File: src/rtl/depacketizer.sv
// rtl/depacketizer.sv - Ethernet/IPv4/UDP receive parser that unpacks IQ samples into the sample FIFO
module depacketizer #(
    parameter logic [47:0] LOCAL_MAC   = 48'h021234567890,
    parameter logic [31:0] LOCAL_IP    = {8'd192, 8'd168, 8'd50, 8'd50},
    parameter logic [15:0] LOCAL_PORT  = 16'd32179,
    parameter logic [15:0] MAX_UDP_LEN = 16'd1480
) (
    input  logic        clk,
    input  logic        rst,
    input  logic [7:0]  rx_data,
    input  logic        rx_dval,
    input  logic        rx_sop,
    input  logic        rx_eop,
    input  logic        rx_err,
    output logic        wr_en,
    output logic [31:0] wr_data,
    input  logic        wr_full,
    output logic        frame_ok,
    output logic        frame_drop,
    output logic        seq_gap,
    output logic [63:0] last_seq,
    output logic [15:0] drop_count,
    output logic [15:0] ovf_count
);

    typedef enum logic [2:0] {
        S_IDLE,
        S_HEADER,
        S_SEQ,
        S_PAYLOAD,
        S_DISCARD
    } state_t;

    state_t      state_q, state_d;
    logic [10:0] idx_q, idx_d;
    logic        mac_uc_q, mac_uc_d;
    logic        mac_bc_q, mac_bc_d;
    logic [7:0]  udp_hi_q, udp_hi_d;
    logic [8:0]  words_tot_q, words_tot_d;
    logic [8:0]  words_done_q, words_done_d;
    logic [1:0]  lane_q, lane_d;
    logic [23:0] acc_q, acc_d;
    logic [63:0] seq_rx_q, seq_rx_d;
    logic        have_prev_q, have_prev_d;
    logic        wr_en_q, wr_en_d;
    logic [31:0] wr_data_q, wr_data_d;
    logic        frame_ok_q, frame_ok_d;
    logic        frame_drop_q, frame_drop_d;
    logic        seq_gap_q, seq_gap_d;
    logic [63:0] last_seq_q, last_seq_d;
    logic [15:0] drop_count_q, drop_count_d;
    logic [15:0] ovf_count_q, ovf_count_d;

    state_t      st;
    logic [10:0] ix;
    logic        bad;
    logic        uc;
    logic        bc;
    logic        drop;
    logic [15:0] len;

    function automatic logic [7:0] mac_byte(input logic [2:0] i);
        case (i)
            3'd0:    mac_byte = LOCAL_MAC[47:40];
            3'd1:    mac_byte = LOCAL_MAC[39:32];
            3'd2:    mac_byte = LOCAL_MAC[31:24];
            3'd3:    mac_byte = LOCAL_MAC[23:16];
            3'd4:    mac_byte = LOCAL_MAC[15:8];
            default: mac_byte = LOCAL_MAC[7:0];
        endcase
    endfunction

    always_comb begin
        state_d      = state_q;
        idx_d        = idx_q;
        mac_uc_d     = mac_uc_q;
        mac_bc_d     = mac_bc_q;
        udp_hi_d     = udp_hi_q;
        words_tot_d  = words_tot_q;
        words_done_d = words_done_q;
        lane_d       = lane_q;
        acc_d        = acc_q;
        seq_rx_d     = seq_rx_q;
        have_prev_d  = have_prev_q;
        wr_en_d      = 1'b0;
        wr_data_d    = wr_data_q;
        frame_ok_d   = 1'b0;
        frame_drop_d = 1'b0;
        seq_gap_d    = 1'b0;
        last_seq_d   = last_seq_q;
        drop_count_d = drop_count_q;
        ovf_count_d  = ovf_count_q;
        st           = state_q;
        ix           = idx_q;
        bad          = 1'b0;
        uc           = 1'b0;
        bc           = 1'b0;
        drop         = 1'b0;
        len          = 16'd0;

        if (rx_dval) begin
            // An SOP always restarts parsing; in a non-idle state it also aborts the old frame.
            if (rx_sop) begin
                st   = S_HEADER;
                ix   = 11'd0;
                drop = (state_q != S_IDLE);
            end
            if (st != S_IDLE) begin
                state_d = st;
                idx_d   = ix + 11'd1;
                case (st)
                    S_HEADER: begin
                        if (ix < 11'd6) begin
                            uc       = (ix == 11'd0 || mac_uc_q) && (rx_data == mac_byte(ix[2:0]));
                            bc       = (ix == 11'd0 || mac_bc_q) && (rx_data == 8'hFF);
                            mac_uc_d = uc;
                            mac_bc_d = bc;
                            bad      = !(uc || bc);
                        end
                        case (ix)
                            11'd12: bad = (rx_data != 8'h08);
                            11'd13: bad = (rx_data != 8'h00);
                            11'd14: bad = (rx_data != 8'h45);
                            11'd23: bad = (rx_data != 8'h11);
                            11'd30: bad = (rx_data != LOCAL_IP[31:24]);
                            11'd31: bad = (rx_data != LOCAL_IP[23:16]);
                            11'd32: bad = (rx_data != LOCAL_IP[15:8]);
                            11'd33: bad = (rx_data != LOCAL_IP[7:0]);
                            11'd36: bad = (rx_data != LOCAL_PORT[15:8]);
                            11'd37: bad = (rx_data != LOCAL_PORT[7:0]);
                            11'd38: udp_hi_d = rx_data;
                            11'd39: begin
                                len         = {udp_hi_q, rx_data};
                                bad         = (len < 16'd16) || (len > MAX_UDP_LEN) || (len[1:0] != 2'b00);
                                words_tot_d = 9'((len - 16'd16) >> 2);
                            end
                            default: ;
                        endcase
                        if (bad) begin
                            state_d = S_DISCARD;
                        end else if (ix == 11'd41) begin
                            state_d = S_SEQ;
                        end
                    end
                    S_SEQ: begin
                        seq_rx_d = {rx_data, seq_rx_q[63:8]};
                        if (ix == 11'd49) begin
                            state_d      = S_PAYLOAD;
                            words_done_d = 9'd0;
                            lane_d       = 2'd0;
                        end
                    end
                    S_PAYLOAD: begin
                        if (words_done_q < words_tot_q) begin
                            lane_d = lane_q + 2'd1;
                            case (lane_q)
                                2'd0: acc_d[7:0]   = rx_data;
                                2'd1: acc_d[15:8]  = rx_data;
                                2'd2: acc_d[23:16] = rx_data;
                                default: begin
                                    words_done_d = words_done_q + 9'd1;
                                    if (wr_full) begin
                                        if (ovf_count_q != 16'hFFFF) begin
                                            ovf_count_d = ovf_count_q + 16'd1;
                                        end
                                    end else begin
                                        wr_en_d   = 1'b1;
                                        wr_data_d = {acc_q[15:8], acc_q[7:0], rx_data, acc_q[23:16]};
                                    end
                                end
                            endcase
                        end
                    end
                    default: ;
                endcase
                if (rx_eop) begin
                    // Judged on the post-byte state so a zero-word frame ending on the last SEQ byte is accepted.
                    if (state_d == S_PAYLOAD && words_done_d == words_tot_d && !rx_err) begin
                        frame_ok_d  = 1'b1;
                        last_seq_d  = seq_rx_d;
                        have_prev_d = 1'b1;
                        seq_gap_d   = have_prev_q && (seq_rx_d != last_seq_q + 64'd1);
                    end else begin
                        drop = 1'b1;
                    end
                    state_d = S_IDLE;
                end
            end
            if (drop) begin
                frame_drop_d = 1'b1;
                if (drop_count_q != 16'hFFFF) begin
                    drop_count_d = drop_count_q + 16'd1;
                end
            end
        end
    end

    always_ff @(posedge clk or posedge rst) begin
        if (rst) begin
            state_q      <= S_IDLE;
            idx_q        <= 11'd0;
            mac_uc_q     <= 1'b0;
            mac_bc_q     <= 1'b0;
            udp_hi_q     <= 8'd0;
            words_tot_q  <= 9'd0;
            words_done_q <= 9'd0;
            lane_q       <= 2'd0;
            acc_q        <= 24'd0;
            seq_rx_q     <= 64'd0;
            have_prev_q  <= 1'b0;
            wr_en_q      <= 1'b0;
            wr_data_q    <= 32'd0;
            frame_ok_q   <= 1'b0;
            frame_drop_q <= 1'b0;
            seq_gap_q    <= 1'b0;
            last_seq_q   <= 64'd0;
            drop_count_q <= 16'd0;
            ovf_count_q  <= 16'd0;
        end else begin
            state_q      <= state_d;
            idx_q        <= idx_d;
            mac_uc_q     <= mac_uc_d;
            mac_bc_q     <= mac_bc_d;
            udp_hi_q     <= udp_hi_d;
            words_tot_q  <= words_tot_d;
            words_done_q <= words_done_d;
            lane_q       <= lane_d;
            acc_q        <= acc_d;
            seq_rx_q     <= seq_rx_d;
            have_prev_q  <= have_prev_d;
            wr_en_q      <= wr_en_d;
            wr_data_q    <= wr_data_d;
            frame_ok_q   <= frame_ok_d;
            frame_drop_q <= frame_drop_d;
            seq_gap_q    <= seq_gap_d;
            last_seq_q   <= last_seq_d;
            drop_count_q <= drop_count_d;
            ovf_count_q  <= ovf_count_d;
        end
    end

    assign wr_en      = wr_en_q;
    assign wr_data    = wr_data_q;
    assign frame_ok   = frame_ok_q;
    assign frame_drop = frame_drop_q;
    assign seq_gap    = seq_gap_q;
    assign last_seq   = last_seq_q;
    assign drop_count = drop_count_q;
    assign ovf_count  = ovf_count_q;

endmodule

File: config.mk
export PLATFORM = sky130hd
export DESIGN_NAME = depacketizer
export DESIGN_NICKNAME = d
export VERILOG_FILES = /design/src/rtl/depacketizer.sv
export SDC_FILE = /design/constraint.sdc
export NUM_CORES = 1
export LEC_CHECK = 0
export CAP_MARGIN = 10
export CORE_MARGIN = 4
export CORE_UTILIZATION = 40
export CTS_BUF_LIST = sky130_fd_sc_hd__clkbuf_4 sky130_fd_sc_hd__clkbuf_8
export DETAILED_ROUTE_END_ITERATION = 8
export GPL_TIMING_DRIVEN = 1
export MAX_ROUTING_LAYER = met4
export SYNTH_ARGS = -nofsm -noshare
export SYNTH_HDL_FRONTEND = slang
export SYNTH_SLANG_ARGS = --single-unit
File: constraint.sdc
create_clock -name clk -period 19.6 [get_ports clk]
set_input_delay 4.9 -clock clk [delete_from_list [all_inputs] [get_ports clk]]
set_output_delay 4.9 -clock clk [all_outputs]
set_load 0.05 [all_outputs]
==> summary.md <==
| Metric | Value |
|---|---|
| Most instantiated cells after synthesis | dfrtp_1 (265), mux2_2 (125), nand2_1 (121) |
| Vias in the first global route | 12322 |
| CP peak stage delay | 870 ps |
| Root buffer cell | clkbuf_8 |
| Min-Delay Path Class | flop to flop |
| Post-synthesis cell area | 15390 um2 |
| Avg Cell Area, Syn | 10.14 um2 |
| Post-DP HPWL | 30470 um |
| Top Family by Delay on Critical Path | simple AND/OR/NAND/NOR gates |
| I/O pin count | 147 |
| Synth cell types | 87 |
| Post_cts resized | 0 |
| Total gr overflow | 0 |
| Final setup violation count | 0 |
| Post-Route WL | 44310 um |
| Diodes inserted | 0 |
| Post-synth top area share | 0.4310 |
| P per Cell Area | 68.39 nW/um2 |
| Core outline area | 37840 um2 |
| First-pass DRT Iterations | 5 |
| # fillers | 3580 |
| Data required, critical path | 20100 ps |
| Width of the chip | 204.1 um |
| CTS H-tree lvls | 2 |
| Ys flop type | dfrtp_1 |
| Post-route ant nets | 0 |
| Worst-margin pin slew | 1031 ps |
| RSZ-0062 raised after global routing | no |
| Final nets | 1685 |
| Final Util | 0.4834 |
| Async SR Flop Fraction | 1.000 |
| Setup_tns | 0 ps |
| Number of setup buffers added after CTS | 0 |
| Dominant cell by count in the synthesized netlist | dfrtp_1 |
| Period utilisation layout | 0.4888 |
| DRC | 0 |
| Die ar. | 41670 um2 |
| Cts bufs inserted | 48 |
| Layout Cells excl Fill | 2194 |
| Hold Buf Count CTS | 0 |
| Run status | finished, final reports clean |
| Peak supply drop | 0.08070 mV |
| Yosys warns | 0 |
| Max Freq | 104.4 MHz |
| GPL Wtd Cong | 0.9120 |
| Initial antenna violation count | 0 |
| Layout cells sized above 1 | 0.1503 |
| Starting Density | 0.4066 |
| Fin. Hold Viols | 0 |
| Largest fanout on the critical path | 59 |
| Dpl ws | 9522 ps |
| Largest net degree at the start of global routing | 134 |
| Synthesized instance count | 1518 |
| Layout Skew | 28.43 ps |
| Slowest CP cell | buf_4 |
| CTS sink cnt | 265 |
| Post-route cell area | 18290 um2 |
| Starting DRT DRC Count | 822 |
| FF+latch count, synth | 265 |
| Number of enable flip-flop cells after synthesis | 0 |
| TritonCTS clock tree | yes |
| Final Slew Violations | 0 |
| Hold slack final | 475.8 ps |
| CP bufs+invs | 3 |
| Worst-Skew Late Latency | 630 ps |
| Worst-path clk slew | 60 ps |
| Cell Chain, Critical Path | clkdlybuf4s50_1 > buf_4 > nor4b_4 > buf_4 > mux2i_1 > xnor2_1 > a2111oi_0 > and3_1 > nand4_1 > nor4_1 > nand4_1 > or4_1 > o311a_1 |
| Worst setup SP type | primary input |
| Total power | 1.251 mW |
| Slew HR | 0.3034 |
| Row Count | 71 |
| WP data arrival | 10080 ps |
| Sequential fraction of the synthesis area | 0.4310 |
| Fin crit period | 9581 ps |
| Placed cell areas | 17220 um2 |
| IO Port Bufs | 146 |
| Placed cell count | 2107 |
| Leak Pwr | 8.142 nW |
| Gr usage total | 0.2178 |
| Average wire per cell in the routed design | 20.19 um |
| Top cell type by total area after synthesis | dfrtp_1 |
| Dominant cells by area after synthesis | dfrtp_1 (43%), mux2_2 (9.1%), mux2i_1 (4.1%), xnor2_1 (4.0%), xor2_1 (3.6%) |
| Max Cap Viol | 0 |
| Area added between synthesis and finish | 18.88% |
| Crit Path Class | primary input to flop |
| CTS Buffer Depth | 3 |
| Die Span Y | 204.1 um |
| Setup crit end kind | flop |
| Final worst setup slack | 10020 ps |
| Via density per instance | 5.620 |
| Syn_nets | 1557 |
| Global-route wire length before repair | 70930 um |
| Vias | 12330 |
[final timing paths]
kind	startpoint	slack, ps	endpoint	cells past startpoint
setup / recovery	rx_sop	10020	seq_gap	13
hold / removal	udp_hi_q[5]	480	udp_hi_q[5]	2
setup reg to reg	state_q[0]	14350	seq_gap	11
hold reg to reg	udp_hi_q[5]	480	udp_hi_q[5]	2
max in group asynchronous	rst	12400	seq_rx_q[57]	4
min in group asynchronous	rst	4900	words_done_q[1]	2
[power by group]
group          internal, mW  switching (mW)
registers             0.555          0.0126
logic                0.0317          0.0705
clock network         0.332           0.249
total                 0.919           0.332
[worst reg2reg max path, stage by stage, from the launching register on]
cell and delay, ps:
dfrtp_1 560, nor4b_4 610, buf_4 870, mux2i_1 410, xnor2_1 200, a2111oi_0 760
and3_1 330, nand4_1 140, nor4_1 330, nand4_1 120, or4_1 460, o311a_1 350
[layout by cell type, fill, tap and decap left out, types with 11 or more instances in the layout]
| cell type | n |
|---|---|
| a31oi_1 | 15 |
| mux2_2 | 125 |
| ha_1 | 24 |
| buf_4 | 13 |
| nand2_1 | 120 |
| dfrtp_1 | 265 |
| clkdlybuf4s50_1 | 146 |
| nor2_1 | 76 |
| nor3_1 | 86 |
| inv_1 | 24 |
| and4_1 | 12 |
| nand4_1 | 33 |
| a21o_1 | 59 |
| xor2_1 | 64 |
| a211oi_1 | 14 |
| and3_1 | 27 |
| nor4_1 | 18 |
| mux2i_1 | 63 |
| a21oi_1 | 39 |
| nand2b_1 | 11 |
| o21ai_0 | 62 |
| clkbuf_8 | 59 |
| xnor2_1 | 71 |
| nand3_1 | 56 |
[layer usage]
layer	wire length, um	vias to the layer above	GRT usage
met5	0	-	-
met4	890	0	0.06102
met3	3008	68	0.04681
met2	19700	410	0.3199
met1	20700	6058	0.3068
li1	-	5794	-
[cell type report]
class	instances	area [um2]	share of cell area
multi-input combinational	1145	8282	0.4527
sequential	265	6631	0.3625
timing repair buffer	159	1559	0.08523
clock buffer	68	879.6	0.04808
tap	511	639.4	0.03495
clock inverter	19	192.7	0.01053
inverter	27	108.9	0.005951
[state kept, by name, summed over array words and instances (netlist names), 2 cells and up]
register,flops
acc_q,24
drop_count,16
idx_q,11
lane_q,2
last_seq,64
ovf_count,16
seq_rx_q,64
state_q,3
udp_hi_q,8
words_done_q,9
words_tot_q,9
wr_data,32
[kinds of logic (layout without fill, tap and decap cells)]
kind of cell	count (synthesis)	after routing	share of synthesized area
flops	265	265	0.4310
compound gates	263	263	0.1141
fa+ha+maj	24	24	0.01952
buf+inv	108	273	0.03220
simple gates	522	522	0.1808
xor+xnor	140	140	0.08392
mux	196	196	0.1385
No activity file was read; power rests on OpenSTA's default activity.
